==> config.mk <==
export PLATFORM = sky130hd
export DESIGN_NAME = fetch_unit_flat
export DESIGN_NICKNAME = d
export VERILOG_FILES = /design/src/rtl/core_pkg.sv /design/src/rtl/fetch_unit_if.sv /design/src/rtl/fetch_unit_pc_reg.sv /design/src/rtl/fetch_unit.sv /design/src/flat_wrapper.sv
export SDC_FILE = /design/constraint.sdc
export NUM_CORES = 1
export LEC_CHECK = 0
export ABC_AREA = 1
export ABC_CLOCK_PERIOD_IN_PS = 5400
export CAP_MARGIN = 10
export CORE_ASPECT_RATIO = 0.7
export CORE_MARGIN = 5
export CORE_UTILIZATION = 45
export CTS_BUF_LIST = sky130_fd_sc_hd__clkbuf_8 sky130_fd_sc_hd__clkbuf_16
export CTS_CLUSTER_SIZE = 16
export DETAILED_ROUTE_END_ITERATION = 16
export GPL_TIMING_DRIVEN = 0
export PLACE_DENSITY = 0.77
export RECOVER_POWER = 100
export SYNTH_ARGS = -nofsm -noshare
export SYNTH_HDL_FRONTEND = slang
export SYNTH_SLANG_ARGS = --single-unit
==> constraint.sdc <==
create_clock -name clk -period 5.4 [get_ports clk]
set_clock_uncertainty 0.15 [all_clocks]
set_input_delay 1.08 -clock clk [delete_from_list [all_inputs] [get_ports clk]]
set_output_delay 1.08 -clock clk [all_outputs]
set_load 0.01 [all_outputs]
==> src/rtl/core_pkg.sv <==
// core_pkg: shared phase constants, NOP encoding, fetch FSM states and next-PC helper
package core_pkg;
  localparam logic [2:0] ST_FETCH  = 3'd0;
  localparam logic [2:0] ST_DECODE = 3'd1;
  localparam logic [2:0] ST_EXEC   = 3'd2;
  localparam logic [2:0] ST_MEM    = 3'd3;
  localparam logic [2:0] ST_WRITE  = 3'd4;
  localparam logic [31:0] NOP_INSTR = 32'h0000_0013;
  typedef enum logic [1:0] {F_IDLE, F_REQ, F_WAIT, F_HOLD} fetch_state_e;
  function automatic logic [31:0] next_pc(logic [31:0] pc, logic taken, logic [31:0] target);
    return taken ? target : pc + 32'd4;
  endfunction
endpackage

==> src/rtl/fetch_unit_if.sv <==
// fetch_unit_if: core-side control and instruction-memory signals of the fetch stage
interface fetch_unit_if #(parameter int ADDR_W = 14);
  logic [2:0]        state;
  logic              pc_we;
  logic              branch_taken;
  logic [31:0]       branch_target;
  logic              imem_req;
  logic [ADDR_W-1:0] imem_addr;
  logic              imem_valid;
  logic [31:0]       imem_rdata;
  logic [31:0]       instr_raw;
  logic [31:0]       pc;
  logic              fetch_done;
  logic              misalign_err;
  modport master (
    output state, pc_we, branch_taken, branch_target, imem_valid, imem_rdata,
    input  imem_req, imem_addr, instr_raw, pc, fetch_done, misalign_err
  );
  modport slave (
    input  state, pc_we, branch_taken, branch_target, imem_valid, imem_rdata,
    output imem_req, imem_addr, instr_raw, pc, fetch_done, misalign_err
  );
endinterface

==> src/rtl/fetch_unit_pc_reg.sv <==
// pc_reg: PC register, next-PC mux, pending redirect buffer and misalign check (FETCH_MISALIGN_TRAP_EN)
module pc_reg
  import core_pkg::*;
#(
  parameter logic [31:0] RESET_PC = 32'h0000_0000
) (
  input  logic        clk,
  input  logic        rst,
  input  logic        pc_we_i,
  input  logic        taken_i,
  input  logic [31:0] target_i,
  input  logic        busy_i,
  input  logic        fetch_done_i,
  output logic [31:0] pc_o,
  output logic        misalign_err_o
);
  logic [31:0] pc_q, pc_d, pend_tgt_q, pend_tgt_d, use_tgt;
  logic        pend_q, pend_d, pend_tk_q, pend_tk_d, err_q, err_d;
  logic        direct, capture, apply, use_tk;
`ifdef FETCH_MISALIGN_TRAP_EN
  logic        bad;
`endif
  // pick the update source (live pulse beats a buffered one) and form the next PC
  always_comb begin
    direct     = pc_we_i && !busy_i;
    capture    = pc_we_i && busy_i;
    apply      = direct || (pend_q && fetch_done_i);
    use_tk     = direct ? taken_i : pend_tk_q;
    use_tgt    = direct ? target_i : pend_tgt_q;
    pend_d     = capture ? 1'b1 : (apply ? 1'b0 : pend_q);
    pend_tk_d  = capture ? taken_i : pend_tk_q;
    pend_tgt_d = capture ? target_i : pend_tgt_q;
`ifdef FETCH_MISALIGN_TRAP_EN
    bad        = apply && use_tk && (use_tgt[1:0] != 2'b00);
    pc_d       = (apply && !bad) ? next_pc(pc_q, use_tk, use_tgt) : pc_q;
    err_d      = err_q || bad;
`else
    pc_d       = apply ? next_pc(pc_q, use_tk, use_tgt & ~32'd3) : pc_q;
    err_d      = 1'b0;
`endif
  end
  // PC, pending redirect and sticky error registers
  always_ff @(posedge clk) begin
    if (rst) begin
      pc_q       <= RESET_PC;
      pend_q     <= 1'b0;
      pend_tk_q  <= 1'b0;
      pend_tgt_q <= 32'd0;
      err_q      <= 1'b0;
    end else begin
      pc_q       <= pc_d;
      pend_q     <= pend_d;
      pend_tk_q  <= pend_tk_d;
      pend_tgt_q <= pend_tgt_d;
      err_q      <= err_d;
    end
  end
  assign pc_o           = pc_q;
  assign misalign_err_o = err_q;
endmodule

==> src/rtl/fetch_unit.sv <==
// fetch_unit: one instruction fetch per FETCH phase; FETCH_MISALIGN_TRAP_EN traps misaligned redirects
module fetch_unit
  import core_pkg::*;
#(
  parameter logic [31:0] RESET_PC = 32'h0000_0000,
  parameter int          ADDR_W   = 14
) (
  input logic       clk,
  input logic       rst,
  fetch_unit_if.slave bus
);
  fetch_state_e fsm_q, fsm_d;
  logic [31:0]  instr_q, instr_d, pc;
  logic         done_q, done_d, err, busy;
  assign busy = (fsm_q == F_REQ) || (fsm_q == F_WAIT);
  pc_reg #(.RESET_PC(RESET_PC)) u_pc (
    .clk(clk), .rst(rst),
    .pc_we_i(bus.pc_we), .taken_i(bus.branch_taken), .target_i(bus.branch_target),
    .busy_i(busy), .fetch_done_i(done_q),
    .pc_o(pc), .misalign_err_o(err)
  );
  // fetch sequencing; HOLD blocks a second fetch until the core leaves FETCH, err halts fetching
  always_comb begin
    fsm_d   = fsm_q;
    instr_d = instr_q;
    done_d  = 1'b0;
    unique case (fsm_q)
      F_IDLE: fsm_d = (bus.state == ST_FETCH && !err) ? F_REQ : F_IDLE;
      F_REQ:  fsm_d = F_WAIT;
      F_WAIT: begin
        fsm_d   = bus.imem_valid ? F_HOLD : F_WAIT;
        instr_d = bus.imem_valid ? bus.imem_rdata : instr_q;
        done_d  = bus.imem_valid;
      end
      F_HOLD: fsm_d = (bus.state != ST_FETCH) ? F_IDLE : F_HOLD;
      default: fsm_d = F_IDLE;
    endcase
  end
  // state, latched instruction and completion pulse
  always_ff @(posedge clk) begin
    if (rst) begin
      fsm_q   <= F_IDLE;
      instr_q <= NOP_INSTR;
      done_q  <= 1'b0;
    end else begin
      fsm_q   <= fsm_d;
      instr_q <= instr_d;
      done_q  <= done_d;
    end
  end
  assign bus.imem_req     = (fsm_q == F_REQ);
  assign bus.imem_addr    = pc[ADDR_W+1:2];
  assign bus.instr_raw    = instr_q;
  assign bus.pc           = pc;
  assign bus.fetch_done   = done_q;
  assign bus.misalign_err = err;
endmodule

==> src/flat_wrapper.sv <==
// flat-port wrapper written by rule: the top's interface ports become plain ports
module fetch_unit_flat import core_pkg::*;
#(
  parameter logic [31:0] RESET_PC = 32'h0000_0000,
  parameter int          ADDR_W   = 14
)
  (clk, rst, bus_state, bus_pc_we, bus_branch_taken, bus_branch_target, bus_imem_valid, bus_imem_rdata, bus_imem_req, bus_imem_addr, bus_instr_raw, bus_pc, bus_fetch_done, bus_misalign_err);
  fetch_unit_if #(.ADDR_W(ADDR_W)) bus_i ();
  input logic clk;
  input logic rst;
  input wire logic [$bits(bus_i.state)-1:0] bus_state;
  input wire logic [$bits(bus_i.pc_we)-1:0] bus_pc_we;
  input wire logic [$bits(bus_i.branch_taken)-1:0] bus_branch_taken;
  input wire logic [$bits(bus_i.branch_target)-1:0] bus_branch_target;
  input wire logic [$bits(bus_i.imem_valid)-1:0] bus_imem_valid;
  input wire logic [$bits(bus_i.imem_rdata)-1:0] bus_imem_rdata;
  output wire logic [$bits(bus_i.imem_req)-1:0] bus_imem_req;
  output wire logic [$bits(bus_i.imem_addr)-1:0] bus_imem_addr;
  output wire logic [$bits(bus_i.instr_raw)-1:0] bus_instr_raw;
  output wire logic [$bits(bus_i.pc)-1:0] bus_pc;
  output wire logic [$bits(bus_i.fetch_done)-1:0] bus_fetch_done;
  output wire logic [$bits(bus_i.misalign_err)-1:0] bus_misalign_err;
  assign bus_i.state = bus_state;
  assign bus_i.pc_we = bus_pc_we;
  assign bus_i.branch_taken = bus_branch_taken;
  assign bus_i.branch_target = bus_branch_target;
  assign bus_i.imem_valid = bus_imem_valid;
  assign bus_i.imem_rdata = bus_imem_rdata;
  assign bus_imem_req = bus_i.imem_req;
  assign bus_imem_addr = bus_i.imem_addr;
  assign bus_instr_raw = bus_i.instr_raw;
  assign bus_pc = bus_i.pc;
  assign bus_fetch_done = bus_i.fetch_done;
  assign bus_misalign_err = bus_i.misalign_err;
  fetch_unit #(.RESET_PC(RESET_PC), .ADDR_W(ADDR_W)) u_core (.clk(clk), .rst(rst), .bus(bus_i));
endmodule
==> results of run 1 <==
-- power by group through the flow --
stage	combinational, W	sequential (W)	clock, W
3_3_place_gp	0.000323	0.000797	0
5_1_grt	0.000350	0.000787	0.000674
3_5_place_dp	0.000325	0.000798	0
2_1_floorplan	0.000161	0.000800	0
4_1_cts	0.000327	0.000782	0.000645
6_report	0.000319	0.000781	0.000637
-- cells in the mapped netlist --
library cell  count  area (sq um)
o21ai_0          81           405
buf_4            22           165
nor2_4            3          33.8
nor2_1          145           544
nand4_1           2          12.5
nand3_1          57           285
buf_2            13          65.1
inv_2             3          11.3
and2_1            1          6.26
a31oi_1          13          81.3
or2_2             1          6.26
xor2_1            2          17.5
o21bai_1          1          7.51
nand2_2           5          31.3
nor3_1            3          15.0
inv_1            38           143
o221ai_1          1          8.76
nand3b_1          2          15.0
dfxtp_1          97          1940
clkbuf_1         23          86.3
clkinv_1          1          3.75
nand2_1         181           679
conb_1            1          3.75
buf_6             1          11.3
nor2_2            4          25.0
o21ai_1           3          15.0
a21oi_1          48           240
a221oi_1          1          8.76
o211ai_1          2          15.0
ha_1              5          62.6
or2_0             1          6.26
xnor2_1           5          43.8
-- worst min-delay path, cell delays in order, from the launching register on --
cell	delay (ns)
dfxtp_1	0.30
inv_1	0.06
a21oi_1	0.05
-- how the worst min path moves through the flow --
| stage | startpoint | endpoint | cells past startpoint |
|---|---|---|---|
| after floorplan | u_core.u_pc.pend_tgt_q[28]$_SDFFE_PP0P_ | u_core.u_pc.pend_tgt_q[28]$_SDFFE_PP0P_ | 2 |
| after global placement | u_core.u_pc.pend_tgt_q[28]$_SDFFE_PP0P_ | u_core.u_pc.pend_tgt_q[28]$_SDFFE_PP0P_ | 2 |
| after detailed placement | u_core.u_pc.pend_tgt_q[28]$_SDFFE_PP0P_ | u_core.u_pc.pend_tgt_q[28]$_SDFFE_PP0P_ | 2 |
| after CTS | u_core.u_pc.pend_tgt_q[28]$_SDFFE_PP0P_ | u_core.u_pc.pend_tgt_q[28]$_SDFFE_PP0P_ | 2 |
| after global routing | u_core.u_pc.pend_tgt_q[23]$_SDFFE_PP0P_ | u_core.u_pc.pend_tgt_q[23]$_SDFFE_PP0P_ | 2 |
| final | u_core.u_pc.pend_tgt_q[28]$_SDFFE_PP0P_ | u_core.u_pc.pend_tgt_q[28]$_SDFFE_PP0P_ | 2 |
-- flip-flops by register name, indices dropped and copies added (netlist names) --
register                cells
u_core.bus.instr_raw       32
u_core.u_pc.pend_tgt_q     30
u_core.u_pc.pend_tk_q       1
u_core.fsm_q                2
u_core.u_pc.pend_q          1
u_core.u_pc.pc_o           30
u_core.bus.fetch_done       1
-- through the flow --
step           hold WS, ns  utilization [%]  std cells
3_5_place_dp         0.296             60.9       1067
6_report             0.305             63.5       1083
5_1_grt              0.324             63.5       1083
4_1_cts              0.306             63.6       1083
3_3_place_gp         0.291             60.9       1067
2_1_floorplan        0.280                -        768
-- area by class of cell --
cell class,count,area [sq um]
Fill cell,1060,3990
Multi-Input combinational cell,570,2570
Sequential cell,97,1940
Timing Repair Buffer,146,1460
Buffer,59,325
Clock buffer,10,239
Tap cell,153,191
Inverter,42,158
Clock inverter,6,52.6
-- logic make-up after synthesis --
family / after synthesis / synth area share [%]
AOI/OAI and AO/OA: 150 / 15.6
other: 1 / 0.0750
adders and majority gates: 5 / 1.25
xor gates and xnor gates: 7 / 1.23
DFF: 97 / 38.9
buffers and inverters: 101 / 9.71
and+or+nand+nor: 405 / 33.2
-- metal layers --
layer  GRT usage (%)  wire length (um)  part of all wire (%)
met1            36.0              7690                    47
met2            35.1              6830                    42
met3            6.75              1730                    11
met4            5.58               140                  0.85
met5               0                 0                     0
-- cells in the final DEF (no fill, tap or decap), drive strengths merged, types with 32 or more instances in the layout --
| cell type | Yosys | final |
|---|---|---|
| nand2 | 186 | 186 |
| inv | 41 | 45 |
| o21ai | 84 | 84 |
| dfxtp | 97 | 97 |
| clkdlybuf4s50 | 0 | 67 |
| a21oi | 48 | 48 |
| dlygate4sd3 | 0 | 79 |
| nor2 | 152 | 152 |
| nand3 | 57 | 57 |
| buf | 36 | 32 |
| clkbuf | 23 | 37 |
==> flow_metrics.env, run 1 <==
export IMPL_finalWorstSetupSlack_ns=2.55
export IMPL_final_nets=1002
export IMPL_min_period_ns=2.85
export IMPL_routed_wl_mm=16.4
export IMPL_fp_dieW_um=136
export IMPL_max_cap_violations=0
export IMPL_clk_latency_ns=0.35
export IMPL_tritoncts_num_buffers=9
export IMPL_vias_per_cell=5.16
export IMPL_postSynthRegisterBits=97
export IMPL_layout_drive_gt1_share_pct=6.56
export IMPL_grt_usage_pct=24.3
export IMPL_path_depth=6
export IMPL_crit_family="buffers and inverters"
export IMPL_power_density_mw_per_mm2=250
export IMPL_status="completed"
export IMPL_power_total_w=0.00174
export IMPL_ios=153
export IMPL_ant_nets=0
export IMPL_r2r_slack_ns=2.92
export IMPL_wl_per_cell_um=15.1
export IMPL_ir_drop_mv=0.156
export IMPL_first_pass_iters=6
export IMPL_cpPeakStageDelay_ns=0.55
export IMPL_crit_buf_inv=4
export IMPL_placed_cell_area_sq_mm=0.00666
export IMPL_post_cts_setup_buffers=0
export IMPL_start_kind="primary input"
export IMPL_cp_arrival_ns=2.99
export IMPL_drc_errors=0
export IMPL_grt_max_degree=15
export IMPL_slowest_stage="dlygate4sd3_1"
export IMPL_grt_pass1_wl_mm=26.0
export IMPL_postCtsHoldBufs=0
export IMPL_grt_pass1_vias=5030
export IMPL_dp_hpwl_mm=12.5
export IMPL_reg2reg_from="u_core.fsm_q[1]$_SDFF_PP0_"
export IMPL_critPathKind="in2reg"
export IMPL_clock_sinks=97
export IMPL_gp_congestion=0.979
export IMPL_root_buffer="clkbuf_16"
export IMPL_cts_clk_slew_worst_paths_ns=0.07
export IMPL_area_growth_pct=39.0
export IMPL_intPower_w=0.00127
export IMPL_rsz0062_at_grt="false"
export IMPL_htree_levels=3
export IMPL_numPortBuffers=146
export IMPL_p_seq_share_pct=45.0
export IMPL_dr_first_iter_drc_count=570
export IMPL_n_antenna_cell=0
export IMPL_min_period_over_period_pct=52.8
export IMPL_postSynthAreaPerCell_sq_um=6.52
export IMPL_cp_required_ns=5.53
export IMPL_power_frac_comb_pct=18.3
export IMPL_critical_path_endpoint="u_core.bus.instr_raw[27]$_SDFFE_PP0P_"
export IMPL_initial_core_util_pct=45.7
export IMPL_yosysSeqAreaShare_pct=38.9
export IMPL_cts_tree="yes"
export IMPL_yosys_warnings=0
export IMPL_cts_resized=0
export IMPL_slew_violations=0
export IMPL_r2r_end="u_core.u_pc.pc_o[11]$_SDFFE_PP0P_"
export IMPL_fin_area_sq_mm=0.00694
export IMPL_antenna_found_initial=0
export IMPL_cpMostUsedCell="clkbuf_1"
export IMPL_rows=32
export IMPL_hold_viol=0
export IMPL_setup_viol=0
export IMPL_postSynthCellCount=766
export IMPL_hp_class="reg2reg"
export IMPL_slew_limit_headroom_pct=57.9
export IMPL_overflow=0
export IMPL_die_area_sq_mm=0.0133
export IMPL_cp_end_kind="flop"
export IMPL_synth_distinct_cells=32
export IMPL_cp_max_fo=10
export IMPL_crit_chain="dlygate4sd3_1, inv_1, clkbuf_1, clkbuf_1, o21ai_0, nor2_1"
export IMPL_fin_tns_setup_ns=0
export IMPL_max_slew_worst_pin_slew_ns=0.632
export IMPL_worstRegToRegCells=10
export IMPL_chipHeight_um=98.2
export IMPL_place_ws_ns=2.33
export IMPL_p_switching_w=0.000470
export IMPL_vias=5585
export IMPL_max_freq_ghz=0.350
export IMPL_leakage_nw=2.84
export IMPL_startpoint="rst"
export IMPL_syn_area_sq_mm=0.00500
export IMPL_core_sq_mm=0.0109
export IMPL_clkPwrFrac_pct=36.7
export IMPL_cts_buffer_depth=2
export IMPL_p_sw_share_pct=27.0
No activity file was read; power rests on OpenSTA's default activity.
==> run 2, diff against run 1 <==
--- a/config.mk
+++ b/config.mk
@@ -6,11 +6,11 @@
 export NUM_CORES = 1
 export LEC_CHECK = 0
 export ABC_AREA = 1
-export ABC_CLOCK_PERIOD_IN_PS = 5400
+export ABC_CLOCK_PERIOD_IN_PS = 2500
 export CAP_MARGIN = 10
 export CORE_ASPECT_RATIO = 0.7
 export CORE_MARGIN = 5
-export CORE_UTILIZATION = 45
+export CORE_UTILIZATION = 43
 export CTS_BUF_LIST = sky130_fd_sc_hd__clkbuf_8 sky130_fd_sc_hd__clkbuf_16
 export CTS_CLUSTER_SIZE = 16
 export DETAILED_ROUTE_END_ITERATION = 16
==> constraint.sdc (replaced) <==
create_clock -name clk -period 2.5 [get_ports clk]
set_clock_uncertainty 0.15 [all_clocks]
set_input_delay 0.5 -clock clk [delete_from_list [all_inputs] [get_ports clk]]
set_output_delay 0.5 -clock clk [all_outputs]
set_load 0.01 [all_outputs]
==> run 2 against run 1 <==
Sequential power up 120%. Highest routed layer unchanged. Combinational power up 120%. Final area up 0.36%. Power up 120%. Critical endpoint is now u_core.u_pc.pc_o[13]$_SDFFE_PP0P_. Hold slack better by 0.00061 ns. Count of clock-buffer cells in the layout down 1. First-iteration DRC count up 2.8%. Die area up 4.2%.
==> flow_metrics.env, run 2 (synthesized netlist as in run 1, its figures left out) <==
export IMPL_rows=32
export IMPL_postCtsHoldBufs=0
export IMPL_max_slew_worst_pin_slew_ns=0.677
export IMPL_utilization_pct=62.4
export IMPL_slew_limit_headroom_pct=54.8
export IMPL_rsz0062_at_grt="false"
export IMPL_drc_errors=0
export IMPL_grt_usage_pct=23.0
export IMPL_min_period_over_period_pct=91.2
export IMPL_vias=5562
export IMPL_cts_buffer_depth=2
export IMPL_numPortBuffers=146
export IMPL_hold_depth=2
export IMPL_cp_max_fo=10
export IMPL_fin_area_sq_mm=0.00697
export IMPL_grt_pass1_vias=4806
export IMPL_whs_ns=0.305
export IMPL_placed_cell_area_sq_mm=0.00666
export IMPL_fp_dieW_um=139
export IMPL_htree_levels=3
export IMPL_tritoncts_num_buffers=9
export IMPL_min_from="u_core.u_pc.pend_tgt_q[31]$_SDFFE_PP0P_"
export IMPL_ios=153
export IMPL_cts_resized=0
export IMPL_cts_tree="yes"
export IMPL_area_growth_pct=39.5
export IMPL_dp_hpwl_mm=12.5
export IMPL_mostFrequentLayoutCells="181 x nand2_1, 145 x nor2_1, 97 x dfxtp_1"
export IMPL_fin_tns_setup_ns=0
export IMPL_cp_arrival_ns=2.40
export IMPL_status="completed"
export IMPL_core_sq_mm=0.0112
export IMPL_grt_pass1_wl_mm=25.8
export IMPL_hp_class="reg2reg"
export IMPL_post_cts_setup_buffers=0
export IMPL_die_area_sq_mm=0.0139
export IMPL_leakage_nw=2.83
export IMPL_worstRegToRegCells=10
export IMPL_final_nets=1002
export IMPL_r2r_end="u_core.u_pc.pc_o[13]$_SDFFE_PP0P_"
export IMPL_start_kind="flop"
export IMPL_critPathKind="reg2reg"
export IMPL_hold_viol=0
export IMPL_initial_core_util_pct=44.7
export IMPL_cts_clk_slew_worst_paths_ns=0.07
export IMPL_ir_drop_mv=0.315
export IMPL_n_antenna_cell=0
export IMPL_slew_violations=0
export IMPL_wl_per_cell_um=15.0
export IMPL_finalWorstSetupSlack_ns=0.220
export IMPL_final_common_cell="nand2_1"
export IMPL_antenna_found_initial=0
export IMPL_grt_max_degree=17
export IMPL_setup_viol=0
export IMPL_power_density_mw_per_mm2=556
export IMPL_first_pass_iters=5
export IMPL_vias_per_cell=5.14
export IMPL_routed_wl_mm=16.3
export IMPL_reg2reg_from="u_core.fsm_q[0]$_SDFF_PP0_"
export IMPL_cp_end_kind="flop"
export IMPL_gp_congestion=0.954
export IMPL_min_period_ns=2.28
export IMPL_largest_register_ffs=32
export IMPL_place_ws_ns=0.0336
export IMPL_clk_latency_ns=0.35
export IMPL_startpoint="u_core.fsm_q[0]$_SDFF_PP0_"
export IMPL_overflow=0
export IMPL_critical_path_endpoint="u_core.u_pc.pc_o[13]$_SDFFE_PP0P_"
export IMPL_r2r_slack_ns=0.22
export IMPL_clock_sinks=97
export IMPL_layout_drive_gt1_share_pct=6.78
export IMPL_max_freq_ghz=0.439
export IMPL_ant_nets=0
export IMPL_max_cap_violations=0
export IMPL_cp_required_ns=2.62
export IMPL_chipHeight_um=100
export IMPL_dr_first_iter_drc_count=586
export IMPL_root_buffer="clkbuf_16"
==> run 2: area by class of cell <==
class / instances / area (sq um)
flip-flops and latches: 97 / 1940
fillers: 1049 / 4200
clock buffers: 9 / 225
repair buffers: 146 / 1460
clock inverters: 6 / 91.3
plain buffers: 59 / 323
multi-input cells: 570 / 2580
inverters: 42 / 158
well taps: 153 / 191
==> run 2: routing by layer <==
layer  track usage (%)  part of all wire [%]  up-vias
met5                 0                     0        -
met4              6.02                   1.5        0
met3              6.62                   9.1       23
met2              31.7                    40      253
met1              34.9                    49     2510
li1                  -                     -     2776
==> run 2: per-stage QoR <==
| step | power [W] | instances |
|---|---|---|
| 3_3_place_gp | 0.00242 | 1067 |
| 3_5_place_dp | 0.00242 | 1067 |
| 5_1_grt | 0.00405 | 1082 |
| 6_report | 0.00388 | 1082 |
| 4_1_cts | 0.00392 | 1082 |
| 2_1_floorplan | 0.00207 | 768 |
==> run 2: critical path, cell delays in order (launching register included) <==
cell,delay (ns)
dfxtp_1,0.37
inv_1,0.09
ha_1,0.35
inv_2,0.14
nand3_1,0.10
nand2_2,0.18
clkbuf_1,0.39
nand2_1,0.12
nand2_1,0.09
nand2_1,0.04
a21oi_1,0.18
==> run 2: how the worst min path moves through the flow <==
stage                                         endpoint  slack, ns
6_report       u_core.u_pc.pend_tgt_q[31]$_SDFFE_PP0P_       0.31
5_1_grt        u_core.u_pc.pend_tgt_q[27]$_SDFFE_PP0P_       0.33
4_1_cts        u_core.u_pc.pend_tgt_q[28]$_SDFFE_PP0P_       0.31
3_5_place_dp   u_core.u_pc.pend_tgt_q[28]$_SDFFE_PP0P_       0.30
3_3_place_gp   u_core.u_pc.pend_tgt_q[28]$_SDFFE_PP0P_       0.29
2_1_floorplan  u_core.u_pc.pend_tgt_q[28]$_SDFFE_PP0P_       0.28
==> run 2: report_power, final <==
| group | switching [W] | leakage, nW | internal, W |
|---|---|---|---|
| Sequential | 0.0000721 | 0.788 | 0.00162 |
| Clock | 0.000628 | 0.144 | 0.000875 |
| Combinational | 0.000354 | 1.90 | 0.000333 |
| Total | 0.00105 | 2.83 | 0.00282 |
